## config.mk

```make
export PLATFORM = sky130hd
export DESIGN_NAME = mc_control_fsm
export DESIGN_NICKNAME = d
export VERILOG_FILES = /design/src/rtl/rv_ctrl_pkg.sv /design/src/rtl/ctrl_decode.sv /design/src/rtl/mc_control_fsm.sv
export SDC_FILE = /design/constraint.sdc
export NUM_CORES = 1
export LEC_CHECK = 0
export CAP_MARGIN = 10
export CORE_MARGIN = 1.5
export CORE_UTILIZATION = 38
export DETAILED_ROUTE_END_ITERATION = 10
export PLACE_DENSITY_LB_ADDON = 0.08
export SYNTH_ARGS = -nofsm -noshare
export SYNTH_HDL_FRONTEND = slang
export SYNTH_HIERARCHICAL = 1
export SYNTH_SLANG_ARGS = --single-unit
export TNS_END_PERCENT = 50
```

## constraint.sdc

```tcl
create_clock -name clk -period 1.9 [get_ports clk]
set_clock_uncertainty 0.1 [all_clocks]
set_input_delay 0.285 -clock clk [delete_from_list [all_inputs] [get_ports clk]]
set_output_delay 0.285 -clock clk [all_outputs]
set_load 0.005 [all_outputs]
```

## src/rtl/rv_ctrl_pkg.sv

```systemverilog
// Shared encodings for the RV32I multi-cycle control path: opcodes, FSM states
// and the mux-select codes that the datapath decodes.
package rv_ctrl_pkg;

   localparam logic [6:0] OP_R      = 7'b0110011;
   localparam logic [6:0] OP_IMM    = 7'b0010011;
   localparam logic [6:0] OP_LOAD   = 7'b0000011;
   localparam logic [6:0] OP_STORE  = 7'b0100011;
   localparam logic [6:0] OP_BRANCH = 7'b1100011;
   localparam logic [6:0] OP_JAL    = 7'b1101111;
   localparam logic [6:0] OP_JALR   = 7'b1100111;
   localparam logic [6:0] OP_LUI    = 7'b0110111;
   localparam logic [6:0] OP_AUIPC  = 7'b0010111;
   localparam logic [6:0] OP_FENCE  = 7'b0001111;

   typedef enum logic [3:0] {
      S_FETCH, S_DECODE, S_EXEC_R, S_EXEC_I, S_EXEC_LUI, S_EXEC_AUIPC,
      S_ALU_WB, S_MEM_ADDR, S_MEM_RD, S_MEM_WB, S_MEM_WR, S_BRANCH,
      S_JAL, S_JALR, S_RETIRE, S_TRAP
   } state_e;

   localparam logic [1:0] PC_PLUS4  = 2'd0;
   localparam logic [1:0] PC_ALU    = 2'd1;
   localparam logic [1:0] PC_JALR   = 2'd2;

   localparam logic [1:0] A_RS1     = 2'd0;
   localparam logic [1:0] A_PC      = 2'd1;
   localparam logic [1:0] A_ZERO    = 2'd2;

   localparam logic [1:0] B_RS2     = 2'd0;
   localparam logic [1:0] B_IMM     = 2'd1;
   localparam logic [1:0] B_FOUR    = 2'd2;

   localparam logic [1:0] ALU_ADD    = 2'd0;
   localparam logic [1:0] ALU_FUNCT  = 2'd1;
   localparam logic [1:0] ALU_BRANCH = 2'd2;

   localparam logic [1:0] WB_ALU    = 2'd0;
   localparam logic [1:0] WB_MEM    = 2'd1;
   localparam logic [1:0] WB_PC4    = 2'd2;

   // funct3 values that name a real load / store / branch in RV32I
   function automatic logic load_f3_ok(input logic [2:0] f3);
      return (f3 == 3'd0) || (f3 == 3'd1) || (f3 == 3'd2) || (f3 == 3'd4) || (f3 == 3'd5);
   endfunction

   function automatic logic store_f3_ok(input logic [2:0] f3);
      return (f3 == 3'd0) || (f3 == 3'd1) || (f3 == 3'd2);
   endfunction

   function automatic logic branch_f3_ok(input logic [2:0] f3);
      return (f3 != 3'd2) && (f3 != 3'd3);
   endfunction

endpackage

```

## src/rtl/ctrl_decode.sv

```systemverilog
// Combinational instruction classifier: picks the state that follows DECODE,
// routing unknown opcodes and bad funct3 encodings to TRAP.
module ctrl_decode
   import rv_ctrl_pkg::*;
#(
   parameter bit FENCE_NOP = 1'b1
) (
   input  logic [6:0] opcode,
   input  logic [2:0] funct3,
   output state_e     decode_next
);

   always_comb begin
      decode_next = S_TRAP;
      case (opcode)
         OP_R:      decode_next = S_EXEC_R;
         OP_IMM:    decode_next = S_EXEC_I;
         OP_LOAD:   decode_next = load_f3_ok(funct3)   ? S_MEM_ADDR : S_TRAP;
         OP_STORE:  decode_next = store_f3_ok(funct3)  ? S_MEM_ADDR : S_TRAP;
         OP_BRANCH: decode_next = branch_f3_ok(funct3) ? S_BRANCH   : S_TRAP;
         OP_JAL:    decode_next = S_JAL;
         OP_JALR:   decode_next = S_JALR;
         OP_LUI:    decode_next = S_EXEC_LUI;
         OP_AUIPC:  decode_next = S_EXEC_AUIPC;
         OP_FENCE:  decode_next = FENCE_NOP ? S_RETIRE : S_TRAP;
         default:   decode_next = S_TRAP;
      endcase
   end

endmodule

```

## src/rtl/mc_control_fsm.sv

```systemverilog
// Main multi-cycle control FSM: sequences fetch/decode/execute/memory/writeback
// and decodes every datapath select and strobe from the current state.
module mc_control_fsm
   import rv_ctrl_pkg::*;
#(
   parameter int STATE_W   = 4,
   parameter bit FENCE_NOP = 1'b1
) (
   input  logic               clk,
   input  logic               rst,
   input  logic [6:0]         opcode,
   input  logic [2:0]         funct3,
   input  logic               branch_taken,
   input  logic               mem_ready,
   output logic               mem_req,
   output logic               mem_we,
   output logic               mem_addr_sel,
   output logic               ir_we,
   output logic               pc_we,
   output logic [1:0]         pc_src,
   output logic [1:0]         alu_src_a,
   output logic [1:0]         alu_src_b,
   output logic [1:0]         alu_op,
   output logic               reg_we,
   output logic [1:0]         wb_sel,
   output logic               illegal,
   output logic [STATE_W-1:0] dbg_state
);

   state_e state_q, state_d, decode_next;
   logic   illegal_q, illegal_d;
   logic   mem_req_c, mem_we_c, ir_we_c, pc_we_c, reg_we_c;

   ctrl_decode #(.FENCE_NOP(FENCE_NOP)) u_decode (
      .opcode      (opcode),
      .funct3      (funct3),
      .decode_next (decode_next)
   );

   always_ff @(posedge clk or posedge rst) begin
      if (rst) begin
         state_q   <= S_FETCH;
         illegal_q <= 1'b0;
      end else begin
         state_q   <= state_d;
         illegal_q <= illegal_d;
      end
   end

   always_comb begin
      state_d      = state_q;
      mem_req_c    = 1'b0;
      mem_we_c     = 1'b0;
      mem_addr_sel = 1'b0;
      ir_we_c      = 1'b0;
      pc_we_c      = 1'b0;
      pc_src       = PC_PLUS4;
      alu_src_a    = A_RS1;
      alu_src_b    = B_RS2;
      alu_op       = ALU_ADD;
      reg_we_c     = 1'b0;
      wb_sel       = WB_ALU;
      case (state_q)
         S_FETCH: begin
            mem_req_c = 1'b1;
            ir_we_c   = mem_ready;
            if (mem_ready) state_d = S_DECODE;
         end
         // ALU precomputes PC+imm here so BRANCH/JAL find the target ready
         S_DECODE: begin
            alu_src_a = A_PC;
            alu_src_b = B_IMM;
            state_d   = decode_next;
         end
         S_EXEC_R: begin
            alu_op  = ALU_FUNCT;
            state_d = S_ALU_WB;
         end
         S_EXEC_I: begin
            alu_src_b = B_IMM;
            alu_op    = ALU_FUNCT;
            state_d   = S_ALU_WB;
         end
         S_EXEC_LUI: begin
            alu_src_a = A_ZERO;
            alu_src_b = B_IMM;
            state_d   = S_ALU_WB;
         end
         S_EXEC_AUIPC: begin
            alu_src_a = A_PC;
            alu_src_b = B_IMM;
            state_d   = S_ALU_WB;
         end
         S_ALU_WB, S_MEM_WB: begin
            reg_we_c = 1'b1;
            wb_sel   = (state_q == S_MEM_WB) ? WB_MEM : WB_ALU;
            pc_we_c  = 1'b1;
            state_d  = S_FETCH;
         end
         S_MEM_ADDR: begin
            alu_src_b = B_IMM;
            state_d   = (opcode == OP_STORE) ? S_MEM_WR : S_MEM_RD;
         end
         S_MEM_RD: begin
            mem_req_c    = 1'b1;
            mem_addr_sel = 1'b1;
            if (mem_ready) state_d = S_MEM_WB;
         end
         S_MEM_WR: begin
            mem_req_c    = 1'b1;
            mem_we_c     = 1'b1;
            mem_addr_sel = 1'b1;
            pc_we_c      = mem_ready;
            if (mem_ready) state_d = S_FETCH;
         end
         S_BRANCH: begin
            alu_op  = ALU_BRANCH;
            pc_we_c = 1'b1;
            pc_src  = branch_taken ? PC_ALU : PC_PLUS4;
            state_d = S_FETCH;
         end
         S_JAL, S_JALR: begin
            reg_we_c = 1'b1;
            wb_sel   = WB_PC4;
            pc_we_c  = 1'b1;
            pc_src   = (state_q == S_JALR) ? PC_JALR : PC_ALU;
            state_d  = S_FETCH;
         end
         S_RETIRE: begin
            pc_we_c = 1'b1;
            state_d = S_FETCH;
         end
         S_TRAP: state_d = S_TRAP;
         default: state_d = S_TRAP;
      endcase
   end

   // Strobes are masked by reset directly so an access in flight dies at once
   assign mem_req   = mem_req_c & ~rst;
   assign mem_we    = mem_we_c  & ~rst;
   assign ir_we     = ir_we_c   & ~rst;
   assign pc_we     = pc_we_c   & ~rst;
   assign reg_we    = reg_we_c  & ~rst;
   assign illegal_d = illegal_q | (state_d == S_TRAP);
   assign illegal   = illegal_q;
   assign dbg_state = STATE_W'(state_q);

endmodule
```

# Word level (Yosys, flattened, before mapping)

Cells that the tools add are included.

Bits in registers: 5
Output and inout bits: 21
Word-level logic and storage cells: 81

Eq/ne operators: 32
Multiplexer cells: 23
Bitwise gates (word level): 7
Reduce and logical (&&, ||, !) cells: 17

Operator list:

| cell               | count |
|---|---|
| $pmux 4 s10        | 1 |
| $eq 4x4->1 const B | 9 |
| $pmux 4 s8         | 1 |
| $eq 7x6->1 const B | 3 |
| $eq 7x7->1 const B | 3 |
| $mux 4             | 5 |
| $eq 4x3->1 const B | 4 |
| $pmux 2 s2         | 4 |
| $eq 7x5->1 const B | 2 |
| $reduce_or 2->1    | 5 |
| $eq 4x2->1 const B | 2 |
| $mux 1             | 8 |
| $reduce_or 4->1    | 2 |
| $eq 7x2->1 const B | 1 |
| $eq 7x4->1 const B | 1 |
| $eq 3x3->1 const B | 2 |
| $ne 3x2->1 const B | 2 |
| $reduce_or 6->1    | 1 |
| $and 1x1->1        | 5 |
| $reduce_or 5->1    | 1 |
| $eq 4x1->1 const B | 1 |
| $logic_not 4->1    | 1 |
| $logic_or 1x1->1   | 4 |
| $mux 2             | 2 |
| other kinds (9)    | 9 |

# Depth between registers and ports, before layout

Gate-level depths: netlist of run 1.

Word-level depth: 10
Mapped depth: 7

# Cells and area by module

Netlist of run 1, hierarchy kept.

By module, submodules not included:

| module         | instances | cells an instance | area each (um^2) |
|---|---|---|---|
| mc_control_fsm | 1         | 68                | 518.0 |
| ctrl_decode    | 1         | 19                | 116.4 |

# Worst setup path before layout of run 1

No wires, ideal clock.

Path type: reg-to-output
From: register state_q[1], in the netlist dbg_state[1]
To: output port reg_we
Data arrival time: 1304 ps
Required time: 1515 ps
Setup slack: 211 ps
Cell stages (with the launch flop): 6
Buffers on the path: 2
Cell sequence: dfrtp_1 buf_2 buf_2 inv_1 or3_1 a21oi_1

Cells in the longest elaborated chain, start to end: 4

RTL lines:

| what                                     | line                  | RTL |
|---|---|---|
| from (decl)                              | mc_control_fsm.sv:30  | `state_e state_q, state_d, decode_next;` |
| from (signal assigned)                   | mc_control_fsm.sv:45  | `state_q <= state_d;` |
| $eq 4x4->1 or $eq 4x3->1 (tied branches) | mc_control_fsm.sv:63  | `case (state_q)` |
| $reduce_or 4->1 (no line) *              | n/a                   |  |
| $mux 1 *                                 | mc_control_fsm.sv:63  |  |
| $and 1x1->1 *                            | mc_control_fsm.sv:143 | `assign reg_we = reg_we_c & ~rst;` |
| to (decl)                                | mc_control_fsm.sv:24  | `output logic reg_we,` |

Mark *: on every way between the ends. The rest lies on a longest branch, timed or not.

# Final worst setup path of run 1

From: register state_q[1], in the netlist dbg_state[1]
To: output port ir_we

Cells in the longest elaborated chain, start to end: 3

RTL lines:

| what            | line                  | RTL |
|---|---|---|
| $logic_not 4->1 | mc_control_fsm.sv:63  |  |
| $mux 1          | mc_control_fsm.sv:63  |  |
| $and 1x1->1     | mc_control_fsm.sv:141 | `assign ir_we = ir_we_c & ~rst;` |
| to (decl)       | mc_control_fsm.sv:18  | `output logic ir_we,` |

Every way passes these cells.

==> reports/results.ini, run 1 <==
[sta]
timing.hold.ws_ps = 360
layout_setup_ws_ps = -31.4
period_minus_slack_ps = 1930
fin_crit_sh = 1.02
finalMaxSlewViolations = 0
setup-violations-final = 2
max_freq_mhz = 518
rsz0062_at_grt = yes
finalHoldViolations = 0

[finish]
antenna_cells = 0
drive_gt1_frac = 0.380
n_fill_cell = 103
fin_area_um2 = 1270
synthToLayoutAreaGrowth_pct = 100
num-nets-final = 165

[grt]
antenna_found_initial = 0
grt_max_degree = 12
grt_pass1_wl_um = 3820
overflow = 0
grt_pass1_vias = 963
grt_use_total = 0.267

[yosys]
yosysTopAreaCellShare = 0.197
postSynth.asyncResetShare = 1.00
synthTopCellsByArea = dfrtp_1 (20%), nor3_1 (5.5%), nor2_1 (5.3%), a21oi_1 (3.9%), and3_1 (3.9%)
synth_cells = 87
syn-num-nets = 101
synth_ff_type = dfrtp_1
synth_top_cell_by_area = dfrtp_1
synth-edff-count = 0
synth_seq_area_share = 0.197
yosysWarnings = 6
synth.distinct_cells = 39
avgSynthCellArea_um2 = 7.29
syn_area_um2 = 634
ys_seq_elements = 5

[clocking]
clk_latency_ps = 240
cts_inserted_buffers = 3
clock-sinks = 5
clkTransAtPathRegs_ps = 50
clockRootBuffer = clkbuf_4
cts_tree = built
cts_hold_buf = 0
htreeDepth = 1
cts_buffer_depth = 2

[power_and_ir_drop]
internal-power_mw = 0.999
power_density_nw_per_um2 = 1300
pwr-share-seq = 0.123
leakagePower_nw = 0.636
p_clk_frac = 0.072
p_total_mw = 1.66
pwr-share-comb = 0.805
switching_share = 0.397
switchingPower_mw = 0.658
max-vdd-ir-drop_mv = 1.09

[floorplanning]
io_pins = 35
rows = 14
core_um2 = 1540
initial_utilization = 0.412
die_w_um = 43.9
dieArea_um2 = 1920
die_y_um = 43.9

[worst_setup_path]
r2r_setup_slack_ps = 170
critPathRequiredTime_ps = 1510
worst-path-max-fanout = 3
r2r_start = dbg_state[0]
startpoint_type = flip-flop
end_kind = output pin
critPathLaunch = dbg_state[1]
cp_slowest_cell = or4b_4
crit_chain = buf_4, or4b_4, nor3_2, buf_2
arrival_ps = 1550
path_class = flip-flop to output pin
crit_path_max_incr_delay_ps = 530

[drt]
via_count = 932
drc = 0
drtIter0Drc = 15
via_per_inst = 5.61
routed_wl_um = 2450
drt-pass1-iter-count = 4
avgRoutedWirePerCell_um = 14.8
drtAntennaViolNets = 0

[run_status]
violations = setup timing
status = complete, but fails checks

[placement]
gp_congestion = 0.892
io_buffers = 33
dpl.hpwl_um = 1740
post_dp_cell_area_um2 = 1170

[hold_path]
hold_path.class = flip-flop to flip-flop
min_from = illegal

[flow_run]
drv_cap = 0

path summary, 6_finish.rpt:
path / end / depth (start not counted)
hold reg to reg: illegal / 1
setup reg to reg: illegal / 6
hold / removal: illegal / 1
min in group asynchronous: dbg_state[1] / 3
max in group asynchronous: dbg_state[3] / 3
setup / recovery: ir_we / 4
critical path, delay by kind of cell, from the launching register on:
family | cells | cell delay, ps
and+or+nand+nor | 2 | 640
DFF | 1 | 390
buffers and inverters | 2 | 280
routing by layer:
layer / global-route usage / wire length (µm) / vias to the layer above
met5: 0 / 0 / -
met4: 0.145 / 70 / 0
met3: 0.0500 / 143 / 8
met2: 0.518 / 1320 / 46
met1: 0.259 / 917 / 428
li1: - / - / 450
cell families (layout without fill, tap and decap cells):
group	count (synthesis)	in the layout	share of synthesized area
compound gates	22	22	0.250
xor+xnor	2	2	0.0276
buf+inv	12	75	0.0966
flops	5	5	0.197
other cells	1	1	0.00591
simple gates	45	45	0.422
registers in the layout, indices dropped and copies added (netlist names):
register and cells:
illegal 1, dbg_state 4
power groups by stage:
| stage | sequential, mW | combinational [mW] | clock [mW] |
|---|---|---|---|
| CTS | 0.201 | 1.27 | 0.123 |
| global placement | 0.201 | 1.19 | 0 |
| detailed placement | 0.202 | 1.21 | 0 |
| global route | 0.210 | 1.42 | 0.129 |
| finish | 0.203 | 1.33 | 0.120 |
| floorplan | 0.199 | 0.520 | 0 |
synth_stat cells, types with 2 or more instances:
| cell | count |
|---|---|
| a21oi_1 | 5 |
| nand2_1 | 5 |
| inv_1 | 3 |
| nor4_1 | 2 |
| nor2_1 | 9 |
| buf_2 | 4 |
| nand4b_1 | 2 |
| and3_1 | 4 |
| or3_1 | 2 |
| o2111ai_1 | 2 |
| dfrtp_1 | 5 |
| o21ai_0 | 4 |
| nor3_1 | 7 |
| a21o_1 | 2 |
| clkbuf_1 | 3 |
| nand3b_1 | 3 |
| nor2b_1 | 2 |
| o211ai_1 | 2 |
layout make-up:
| class | instances | area (µm²) | share of cell area |
|---|---|---|---|
| clock buffer | 4 | 26.3 | 0.0207 |
| inverter | 3 | 11.3 | 0.00886 |
| multi-input combinational | 70 | 495 | 0.390 |
| sequential | 5 | 126 | 0.0994 |
| tap | 16 | 20.0 | 0.0157 |
| timing repair buffer | 68 | 592 | 0.466 |
timing repair:
action / CTS / global route
buffers inserted: 2 / 1
gates resized for setup: 31 / 17
setup endpoints to repair: 17 / 9
pin swaps: 2 / 7
placed cells by master, fill, tap and decap left out, drive strengths merged, types with 3 or more instances in the layout:
master / n
inv: 3
dlymetal6s2s: 4
clkdlybuf4s50: 14
and3: 4
buf: 36
o2111ai: 3
clkbuf: 6
a21oi: 5
dlygate4sd2: 10
dfrtp: 5
nand3b: 3
nand2: 5
nor2: 9
o21ai: 4
nor3: 7
metrics by stage:
step	setup slack (ps)	utilization	setup TNS (ps)	std cells
detailed placement	-378	0.762	-1930	159
global placement	-366	0.762	-1720	159
global route	-84.7	0.825	-238	166
finish	-31.4	0.825	-43.2	166
CTS	-65.3	0.799	-93.1	165
floorplan	211	-	0	87
No activity file was read; power rests on OpenSTA's default activity.
==> run 2: changes to the inputs <==
--- a/config.mk
+++ b/config.mk
@@ -8,6 +8,7 @@
 export CAP_MARGIN = 10
 export CORE_MARGIN = 1.5
 export CORE_UTILIZATION = 38
+export CTS_CLUSTER_DIAMETER = 60
 export DETAILED_ROUTE_END_ITERATION = 10
 export PLACE_DENSITY_LB_ADDON = 0.08
 export SYNTH_ARGS = -nofsm -noshare
==> results of run 2 <==
No change in the layout: final DEF, timing and power equal those of run 1.
